==> config.mk <==
export PLATFORM = sky130hd
export DESIGN_NAME = count_display_driver
export DESIGN_NICKNAME = d
export VERILOG_FILES = /design/src/rtl/count_display_driver.sv
export SDC_FILE = /design/constraint.sdc
export NUM_CORES = 1
export LEC_CHECK = 0
export ABC_AREA = 1
export BUFFER_PORTS_ARGS = -buffer_cell sky130_fd_sc_hd__buf_2
export CAP_MARGIN = 30
export CORE_UTILIZATION = 51
export CTS_CLUSTER_DIAMETER = 100
export DETAILED_ROUTE_END_ITERATION = 10
export PLACE_DENSITY = 0.77
export SLEW_MARGIN = 10
export SYNTH_ARGS = -nofsm -noshare
export SYNTH_HDL_FRONTEND = slang
export SYNTH_SLANG_ARGS = --single-unit
==> constraint.sdc <==
create_clock -name system_clock -period 2.3 [get_ports system_clock]
set_input_delay 0.23 -clock system_clock [delete_from_list [all_inputs] [get_ports system_clock]]
set_output_delay 0.23 -clock system_clock [all_outputs]
set_load 0.02 [all_outputs]
==> src/rtl/count_display_driver.sv <==
// count_display_driver
// Converts a 9-bit binary count to three BCD digits with a sequential
// shift-add-3 engine. Drives a 4-digit common-anode multiplexed 7-segment
// display using registered active-low anode and segment outputs.
// Leading zeros are blanked. A one-cycle blank at every digit switch
// suppresses ghosting.
module count_display_driver #(
    parameter int REFRESH_DIV = 4096
) (
    input  logic       system_clock,
    input  logic       system_reset,
    input  logic [8:0] count,
    output logic [3:0] an,
    output logic [6:0] seg,
    output logic       dp
);

    localparam int                DIV_W    = $clog2(REFRESH_DIV);
    localparam logic [DIV_W-1:0]  DIV_LAST = DIV_W'(REFRESH_DIV - 1);

    typedef enum logic [1:0] {
        ST_LOAD   = 2'd0,
        ST_SHIFT  = 2'd1,
        ST_UPDATE = 2'd2
    } state_t;

    // BCD correction: a nibble of 5 or more would overflow past 9 once doubled.
    function automatic logic [3:0] add3(input logic [3:0] nib);
        logic [3:0] res;
        if (nib >= 4'd5) begin
            res = nib + 4'd3;
        end else begin
            res = nib;
        end
        return res;
    endfunction

    // Active-low segment pattern {g,f,e,d,c,b,a}; any non-decimal code is blank.
    function automatic logic [6:0] glyph(input logic [3:0] digit);
        logic [6:0] pat;
        case (digit)
            4'd0:    pat = 7'h40;
            4'd1:    pat = 7'h79;
            4'd2:    pat = 7'h24;
            4'd3:    pat = 7'h30;
            4'd4:    pat = 7'h19;
            4'd5:    pat = 7'h12;
            4'd6:    pat = 7'h02;
            4'd7:    pat = 7'h78;
            4'd8:    pat = 7'h00;
            4'd9:    pat = 7'h10;
            default: pat = 7'h7F;
        endcase
        return pat;
    endfunction

    state_t             state_q, state_d;
    logic [3:0]         bit_cnt_q, bit_cnt_d;
    logic [8:0]         shift_q, shift_d;
    logic [11:0]        acc_q, acc_d;
    logic [11:0]        disp_q, disp_d;
    logic [DIV_W-1:0]   div_q, div_d;
    logic [1:0]         slot_q, slot_d;
    logic [3:0]         an_q, an_d;
    logic [6:0]         seg_q, seg_d;
    logic               dp_q;
    logic [10:0]        acc_adj_s;
    logic [3:0]         digit_s;
    logic               show_s;

    // Conversion FSM: sample in LOAD, nine add-3/shift steps, then publish.
    always_comb begin
        state_d   = state_q;
        bit_cnt_d = bit_cnt_q;
        shift_d   = shift_q;
        acc_d     = acc_q;
        disp_d    = disp_q;
        // The corrected hundreds nibble never reaches bit 3 before the final
        // shift, so only the low 11 bits are carried into the shift.
        acc_adj_s = 11'({add3(acc_q[11:8]), add3(acc_q[7:4]), add3(acc_q[3:0])});
        case (state_q)
            ST_LOAD: begin
                shift_d   = count;
                acc_d     = 12'd0;
                bit_cnt_d = 4'd0;
                state_d   = ST_SHIFT;
            end
            ST_SHIFT: begin
                acc_d   = {acc_adj_s, shift_q[8]};
                shift_d = {shift_q[7:0], 1'b0};
                if (bit_cnt_q == 4'd8) begin
                    state_d = ST_UPDATE;
                end else begin
                    bit_cnt_d = bit_cnt_q + 4'd1;
                end
            end
            ST_UPDATE: begin
                disp_d  = acc_q;
                state_d = ST_LOAD;
            end
            default: begin
                state_d = ST_LOAD;
            end
        endcase
    end

    // Refresh divider and slot index; the slot advances on divider wrap.
    always_comb begin
        div_d  = div_q;
        slot_d = slot_q;
        if (div_q == DIV_LAST) begin
            div_d  = '0;
            slot_d = slot_q + 2'd1;
        end else begin
            div_d = div_q + 1'b1;
        end
    end

    // Digit select with leading-zero blanking, then anode/segment decode.
    always_comb begin
        digit_s = 4'd0;
        show_s  = 1'b0;
        an_d    = 4'b1111;
        seg_d   = 7'h7F;
        case (slot_q)
            2'd0: begin
                digit_s = disp_q[3:0];
                show_s  = 1'b1;
            end
            2'd1: begin
                digit_s = disp_q[7:4];
                show_s  = (disp_q[7:4] != 4'd0) || (disp_q[11:8] != 4'd0);
            end
            2'd2: begin
                digit_s = disp_q[11:8];
                show_s  = (disp_q[11:8] != 4'd0);
            end
            default: begin
                digit_s = 4'd0;
                show_s  = 1'b0;
            end
        endcase
        if ((div_q == '0) || (slot_q == 2'd3)) begin
            an_d  = 4'b1111;
            seg_d = 7'h7F;
        end else begin
            an_d  = ~(4'b0001 << slot_q);
            if (show_s) begin
                seg_d = glyph(digit_s);
            end else begin
                seg_d = 7'h7F;
            end
        end
    end

    // State and output registers; reset blanks the display immediately.
    always_ff @(posedge system_clock or posedge system_reset) begin
        if (system_reset) begin
            state_q   <= ST_LOAD;
            bit_cnt_q <= 4'd0;
            shift_q   <= 9'd0;
            acc_q     <= 12'd0;
            disp_q    <= 12'd0;
            div_q     <= '0;
            slot_q    <= 2'd0;
            an_q      <= 4'b1111;
            seg_q     <= 7'h7F;
            dp_q      <= 1'b1;
        end else begin
            state_q   <= state_d;
            bit_cnt_q <= bit_cnt_d;
            shift_q   <= shift_d;
            acc_q     <= acc_d;
            disp_q    <= disp_d;
            div_q     <= div_d;
            slot_q    <= slot_d;
            an_q      <= an_d;
            seg_q     <= seg_d;
            dp_q      <= 1'b1;
        end
    end

    assign an  = an_q;
    assign seg = seg_q;
    assign dp  = dp_q;

endmodule

==> results by group, run 1 <==
Critical path
  • Kind of critical path: flip-flop to flip-flop
  • Critical R2R Launch: slot_q[0]
  • Required time of the critical path: ~2600 ps
  • CP Launch Type: flip-flop
  • Worst reg-to-reg setup slack: 350 ps
  • CP endpoint kind: flip-flop
  • Worst r2r dst: seg[3]
  • Register-to-Register Path Depth: 10
  • Worst-path fanout max: 6
  • Crit path DAT: about 2200 ps

CTS
  • Htree depth: 3
  • Register clock-pin slew on the reported worst setup and hold paths: around 70 ps
  • Clk_lat worst skew: 340 ps
  • Clk sinks: 64
  • Clk buf depth: 2
  • CTS tree: built
  • Cts repair resizes: 0
  • CTS Buf Count: 9
  • Clock root buffer: clkbuf_8

Power
  • PD cells: 834 mW/mm²
  • Net Sw Frac: around 29%
  • P_leak: 1.91 nW
  • Clk pwr share: 34.2%
  • Sw power: 879 µW
  • Maximum vdd drop: 644 µV
  • Flop pwr share: 45.7%
  • P_int: 2.19 mW
  • Comb pwr share: roughly a fifth

Floorplanning
  • I/O Pins: 23
  • Die Y: 81.9 µm
  • Core ar.: 0.00603 mm²
  • Die ar.: ~0.0067 mm²
  • Initial core utilization: 54.1%
  • Chip Width: around 82 µm
  • Rows: 28

STA
  • Slew HR: 59.0%
  • Max Slew Vio Count: 0
  • Fin worst setup slack: 352 ps
  • Final Hold Viols: 0
  • Max Fclk: 0.513 GHz
  • Setup TNS: 0 ps
  • RSZ-0062 raised after global routing: false
  • Period utilization: 84.7%
  • Worst slew pin tran: 614 ps
  • Fin Clk Skew: 6.58 ps
  • Setup violations, final: 0
  • Crit path time final: approximately 1900 ps

Global route
  • Grt ovf: 0
  • Largest net degree at the start of global routing: 65
  • First-pass GRT wire length: 9870 µm
  • Initial antenna violation count: 0
  • Number of global-route vias before repair: ~2400
  • Gr usage total: 19.7%

Route
  • Total wire length: 5690 µm
  • Via count: 2515
  • Antenna viol nets, final: 0
  • WL/cell: ~11 µm
  • DRT Pass-1 Iters: 4
  • Vias/cell: about 5
  • Initial DRC count: between 100 and 150
  • DRC violations left: 0

Synth
  • Yosys top cell by area: dfrtp_1
  • Post-synthesis sequential area ratio: 49.6%
  • Synth Area per Inst: approximately 8.4 µm²
  • Warnings, synthesis: 0
  • Mapped Area: 0.00326 mm²
  • Post-synth top area share: 40.7%
  • Largest cells by area after synthesis: dfrtp_1 (41%), nand2_1 (13%), dfstp_2 (8.9%)
  • Post-Syn Instances: 390
  • Seq cells post-synth: 64
  • Netlist cell types: 34

Layout
  • Layout Cells excl Fill: 499
  • # nets final: 449
  • Layout cell share with drive strength beyond 1: 14.2%
  • # fillers: roughly 510
  • Layout area overhead: 12.8%
  • Ant. Diodes: 0
  • FF/Latch Area: 0.00162 mm²
  • Most frequent cells in the layout: nand2_1 (115), dfrtp_1 (53), inv_1 (47)
  • Multi-input logic area: 0.00143 mm²
  • Most common cell after layout, fill and taps aside: nand2_1

Place
  • IO buf count: 21
  • Dpl hpwl: 4050 µm
  • Worst slack at placement: 384 ps
  • GPL Wtd Cong: 0.842
  • Placed Cells: 482

Worst hold path
  • Cell depth of the worst min-delay path: 3
  • HP Start: count[2]
  • Worst Hold Path EP: shift_q[2]
  • Worst hold-check path type: primary input to flip-flop

Run
  • Max capacitance violation total: 0

Status
  • Status: completed
==> synth_stat cells <==
| library cell | n |
|---|---|
| conb_1 | 1 |
| or2_2 | 1 |
| nand3_1 | 33 |
| buf_2 | 2 |
| nand3_2 | 2 |
| nor3_4 | 1 |
| or2_1 | 2 |
| o21ai_1 | 2 |
| o22ai_1 | 5 |
| xnor2_1 | 1 |
| a21o_1 | 1 |
| buf_4 | 1 |
| dfstp_2 | 11 |
| inv_1 | 48 |
| nor2_4 | 3 |
| o21ai_2 | 1 |
| a22o_1 | 1 |
| inv_2 | 2 |
| o211ai_1 | 1 |
| a21oi_1 | 2 |
| nor2_1 | 31 |
| nand2_1 | 115 |
| dfrtp_1 | 53 |
| clkinv_1 | 1 |
| nor3_1 | 2 |
| o21ai_0 | 28 |
| nand2_2 | 2 |
| clkbuf_1 | 3 |
| ha_1 | 19 |
| nand2_4 | 1 |
| a21boi_0 | 1 |
| xor2_1 | 8 |
| a31oi_1 | 1 |
| nand3b_1 | 4 |
==> repair_timing <==
action / in CTS / in global routing
hold buffers: 1 / 0
buffers inserted: 0 / 0
endpoints found under the hold margin: 53 / 0
==> area by class of cell <==
class,instances,share of cell area (%)
Sequential cell,64,43.9
Multi-Input combinational cell,270,38.8
Clock buffer,13,4.05
Timing Repair Buffer,23,3.67
Clock inverter,3,1.77
Inverter,51,5.21
Tap cell,75,2.55
==> flip-flops by register name, indices dropped and copies added (netlist names) <==
name and cells:
acc_q 12, an 4, bit_cnt_q 4, disp_q 12, div_q 12, seg 7
shift_q 9, slot_q 2, state_q 2
==> critical path, stage by stage, from the launching register on <==
cell	delay (ps)
dfrtp_1	400
inv_1	120
ha_1	290
nand2_1	80
nand3_1	120
nand2_1	130
inv_1	130
ha_1	230
nand3b_1	170
nand3_1	110
nand3_1	90
==> layer usage <==
metal  wire length, µm  up-vias  global-route usage [%]
met5                 0        -                       0
met4                74        0                    8.07
met3               229        8                    6.44
met2              2830       45                    34.1
met1              2550     1180                    22.1
li1                  -     1282                       -
==> through the flow <==
| step | instance area [µm²] | utilization [%] | hold slack (ps) | total power [mW] |
|---|---|---|---|---|
| 2_1_floorplan | 3260 | - | 363 | 1.87 |
| 5_1_grt | 3680 | 61.0 | 103 | 3.27 |
| 3_3_place_gp | 3450 | 57.3 | 324 | 2.02 |
| 4_1_cts | 3680 | 61.0 | 91.5 | 3.10 |
| 6_report | 3680 | 61.0 | 108 | 3.07 |
| 3_5_place_dp | 3450 | 57.3 | 324 | 2.03 |
==> worst max-delay path by stage <==
stage	startpoint	end	slack (ps)	depth (start not counted)
2_1_floorplan	system_reset	acc_q[0]	490	1
3_3_place_gp	slot_q[1]	seg[3]	450	10
3_5_place_dp	slot_q[1]	seg[3]	380	10
4_1_cts	slot_q[0]	seg[3]	340	10
5_1_grt	slot_q[1]	seg[3]	100	10
6_report	slot_q[0]	seg[3]	350	10
==> power groups by stage <==
stage                     logic, mW  registers (mW)  clock network (mW)
after floorplan               0.379            1.49                   0
after global placement        0.597            1.42                   0
after detailed placement      0.611            1.42                   0
after CTS                     0.619            1.40                1.08
after global routing          0.720            1.42                1.13
final                         0.617            1.40                1.05
==> cell families after synthesis <==
kind of cell	after synthesis	share of synthesized area (%)
and+or+nand+nor	197	26.6
AOI/OAI and AO/OA	43	7.29
buffers and inverters	57	6.76
DFF	64	49.6
xor gates and xnor gates	9	2.42
adders and majority gates	19	7.29
other	1	0.115
Power figures use the tool's default switching activity.
==> run 2, diff against run 1 <==
--- a/config.mk
+++ b/config.mk
@@ -5,7 +5,7 @@
 export SDC_FILE = /design/constraint.sdc
 export NUM_CORES = 1
 export LEC_CHECK = 0
-export ABC_AREA = 1
+export ABC_AREA = 0
 export BUFFER_PORTS_ARGS = -buffer_cell sky130_fd_sc_hd__buf_2
 export CAP_MARGIN = 30
 export CORE_UTILIZATION = 51
==> constraint.sdc (replaced) <==
create_clock -name system_clock -period 2 [get_ports system_clock]
set_input_delay 0.2 -clock system_clock [delete_from_list [all_inputs] [get_ports system_clock]]
set_output_delay 0.2 -clock system_clock [all_outputs]
set_load 0.02 [all_outputs]
==> results by group, run 2 <==
Layout
  • Final Util: 61.3% (+0.26 points)
  • Top Registers: acc_q: 12 flops, disp_q: 12 flops, div_q: 12 flops
  • Layout cell share with drive strength beyond 1: 24.8% (+11 points)
  • Most frequent cells in the layout: dfrtp_1 (53), nand2_1 (44), o21ai_0 (38)
  • # nets final: 372 (-17%)
  • Ant. Diodes: 0 (unchanged)
  • Most common cell after layout, fill and taps aside: dfrtp_1
  • Final instance area: 0.00363 mm² (-1.3%)
  • Layout area overhead: 16.2%

Critical path
  • Required time of the critical path: 2250 ps (-300 ps)
  • Crit path DAT: 2210 ps (+20 ps)
  • CP Launch Type: flip-flop
  • Kind of critical path: flip-flop to flip-flop
  • Worst-path fanout max: 6 (unchanged)
  • CP endpoint kind: flip-flop
  • CP most frequent cell: buf_4
  • Max stage delay cell, worst path: dfrtp_1
  • CP Cell Sequence: buf_4 > ha_4 > a222oi_1 > nor2_1 > buf_4 > ha_1 > a21oi_2 > o21ai_0
  • Worst path max stage delay: 420 ps (+20 ps)

Place
  • GPL Wtd Cong: 0.815 (-3.2%)
  • Area post-placement: 0.00338 mm² (-2.1%)
  • Dpl hpwl: 3910 µm (-3.4%)
  • IO buf count: 21 (unchanged)

Synth
  • Post-Syn Instances: 301 (-23%)
  • Mapped Area: 0.00312 mm² (-4.2%)
  • Ys flop type: dfrtp_1
  • Largest cells by area after synthesis: dfrtp_1 (42%), dfstp_2 (9.3%), ha_1 (7.6%)
  • EDFF count, synth: 0 (unchanged)
  • Post-synthesis sequential area ratio: 51.7% (+2.2 points)
  • Yosys top cell by area: dfrtp_1
  • Seq cells post-synth: 64 (unchanged)
  • Warnings, synthesis: 0 (unchanged)
  • Post-synth top area share: 42.5% (+1.8 points)
  • Top-count cell post-synth: dfrtp_1
  • Netlist cell types: 39 (+15%)
  • Ys async rst share: 100% (unchanged)
  • Synth Area per Inst: 10.4 µm² (+24%)
  • Most frequent cells after synthesis: dfrtp_1 (53), nand2_1 (44), o21ai_0 (41)

Route
  • Max Used Layer: met4
  • Via count: 2257 (-10%)
  • Initial DRC count: 99 (-4.8%)
  • DRT Pass-1 Iters: 4 (unchanged)
  • DRC violations left: 0 (unchanged)
  • Metal3 WL: 252 µm (+10%)
  • Metal-1 WL: 2460 µm (-3.5%)
  • Antenna viol nets, final: 0 (unchanged)
  • Total wire length: 5720 µm (+0.62%)
  • WL/cell: 13.6 µm (+19%)
  • Vias/cell: 5.35 (+6.1%)
  • Met2 routed WL: 2890 µm (+1.8%)

STA
  • Max Fclk: 0.511 GHz (-0.39%)
  • Setup TNS: 0 ps (unchanged)
  • Setup violations, final: 0 (unchanged)
  • Slew HR: 64.6% (+5.6 points)
  • Fin Clk Skew: 8.22 ps (+1.65 ps)
  • Final Hold Viols: 0 (unchanged)
  • Fin Hold WS: 126 ps (+17.7 ps)
  • Worst slew pin tran: 532 ps (-82.6 ps)
  • Max Slew Vio Count: 0 (unchanged)
  • Crit path time final: 1960 ps (+7.67 ps)
  • Period utilization: 97.8% (+13 points)

Global route
  • Gr usage total: 19.7% (+0.078 points)
  • Initial antenna violation count: 0 (unchanged)
  • First-pass GRT wire length: 9670 µm (-2.1%)
  • Number of global-route vias before repair: 2158 (-10%)
  • Largest net degree at the start of global routing: 27 (-58%)
  • Grt ovf: 0 (unchanged)

CTS
  • CTS tree: built
  • Htree depth: 3 (unchanged)
  • CTS Buf Count: 9 (unchanged)
  • Clk buf depth: 2 (unchanged)
  • Clock root buffer: clkbuf_8
  • Clk_lat worst skew: 340 ps (about the same)
  • Clk sinks: 64 (unchanged)
  • Register clock-pin slew on the reported worst setup and hold paths: 60 ps (about the same)

Floorplanning
  • Initial core utilization: 52.7% (-1.4 points)
  • Die ar.: 0.00644 mm² (-4.1%)
  • Die Y: 80.2 µm (-2.1%)
  • Chip Width: 80.2 µm (-2.1%)
  • Rows: 28 (unchanged)
  • Core ar.: 0.00592 mm² (-1.7%)
  • I/O Pins: 23 (unchanged)

Power
  • P_int: 2.31 mW (+5.3%)
  • Flop pwr share: 48.7% (+3.0 points)
  • PD cells: 902 mW/mm² (+8.1%)
  • Clk pwr share: 27.9% (-6.3 points)
  • Net Sw Frac: 29.6% (+0.91 points)
  • Sw power: 968 µW (+10%)
  • Maximum vdd drop: 581 µV (-9.8%)
  • Comb pwr share: 23.4% (+3.3 points)
  • P_leak: 1.72 nW (-10%)

Run
  • Max capacitance violation total: 0 (unchanged)

Worst hold path
  • Worst hold-check path type: primary input to flip-flop

Status
  • Status: completed
-- run 2: metal layers --
metal,GRT usage (%),up-vias
met5,0,-
met4,6.96,0
met3,6.82,13
met2,33.8,53
met1,22.9,1082
li1,-,1109
-- run 2: per-stage QoR --
stage	instances	total power [mW]	worst slack, ps
after floorplan	302	2.08	97.2
after global placement	398	2.27	156
after detailed placement	398	2.30	72.4
after CTS	415	3.21	52.3
after global routing	422	3.48	-63.8
final	422	3.27	44.6
-- run 2: critical path, delay by kind of cell (launching register included) --
kind / cells / cell delay [ps]
buffers and inverters: 2 / 320
flip-flops: 1 / 420
AND/OR/NAND/NOR: 1 / 130
AO/OA/AOI/OAI: 3 / 520
adder cells (fa/ha/maj): 2 / 500
-- run 2: path summary, 6_finish.rpt --
kind	start	endpoint	slack, ps	cells after the start
hold / removal	count[0]	shift_q[0]	130	3
max in group asynchronous	system_reset	seg[3]	1010	4
setup reg to reg	slot_q[1]	seg[3]	40	8
setup / recovery	slot_q[1]	seg[3]	40	8
hold reg to reg	acc_q[9]	acc_q[9]	480	2
min in group asynchronous	system_reset	div_q[4]	390	3
-- run 2: layout make-up --
type	instances	area (µm²)
fill	487	2290
clock inverter	3	18.8
inverter	15	56.3
timing repair buffer	42	278
tap	75	93.8
multi-input combinational	210	1430
sequential	64	1620
clock buffer	13	139
-- run 2: cells by family (layout without fill, tap and decap cells) --
| logic type | count (synthesis) | in the layout | share of synthesized area [%] |
|---|---|---|---|
| compound gates | 65 | 65 | 12.7 |
| xor+xnor | 16 | 16 | 4.49 |
| fa+ha+maj | 19 | 19 | 7.62 |
| buf+inv | 28 | 73 | 3.53 |
| flops | 64 | 64 | 51.7 |
| mux | 20 | 20 | 6.81 |
| other cells | 1 | 2 | 0.120 |
| simple gates | 88 | 88 | 13.0 |
-- run 2: timing repair --
item | in CTS | in global routing
resized for setup | 0 | 12
setup buffers | 0 | 7
hold buffers | 1 | 0
setup endpoints to repair | 0 | 7
endpoints found under the hold margin | 14 | 0
-- run 2: power by group through the flow --
stage,clock network [mW],registers [mW],logic (mW)
global placement,0,1.61,0.660
floorplan,0,1.68,0.396
detailed placement,0,1.61,0.683
finish,0.912,1.60,0.766
CTS,0.938,1.59,0.687
global route,1.01,1.61,0.859
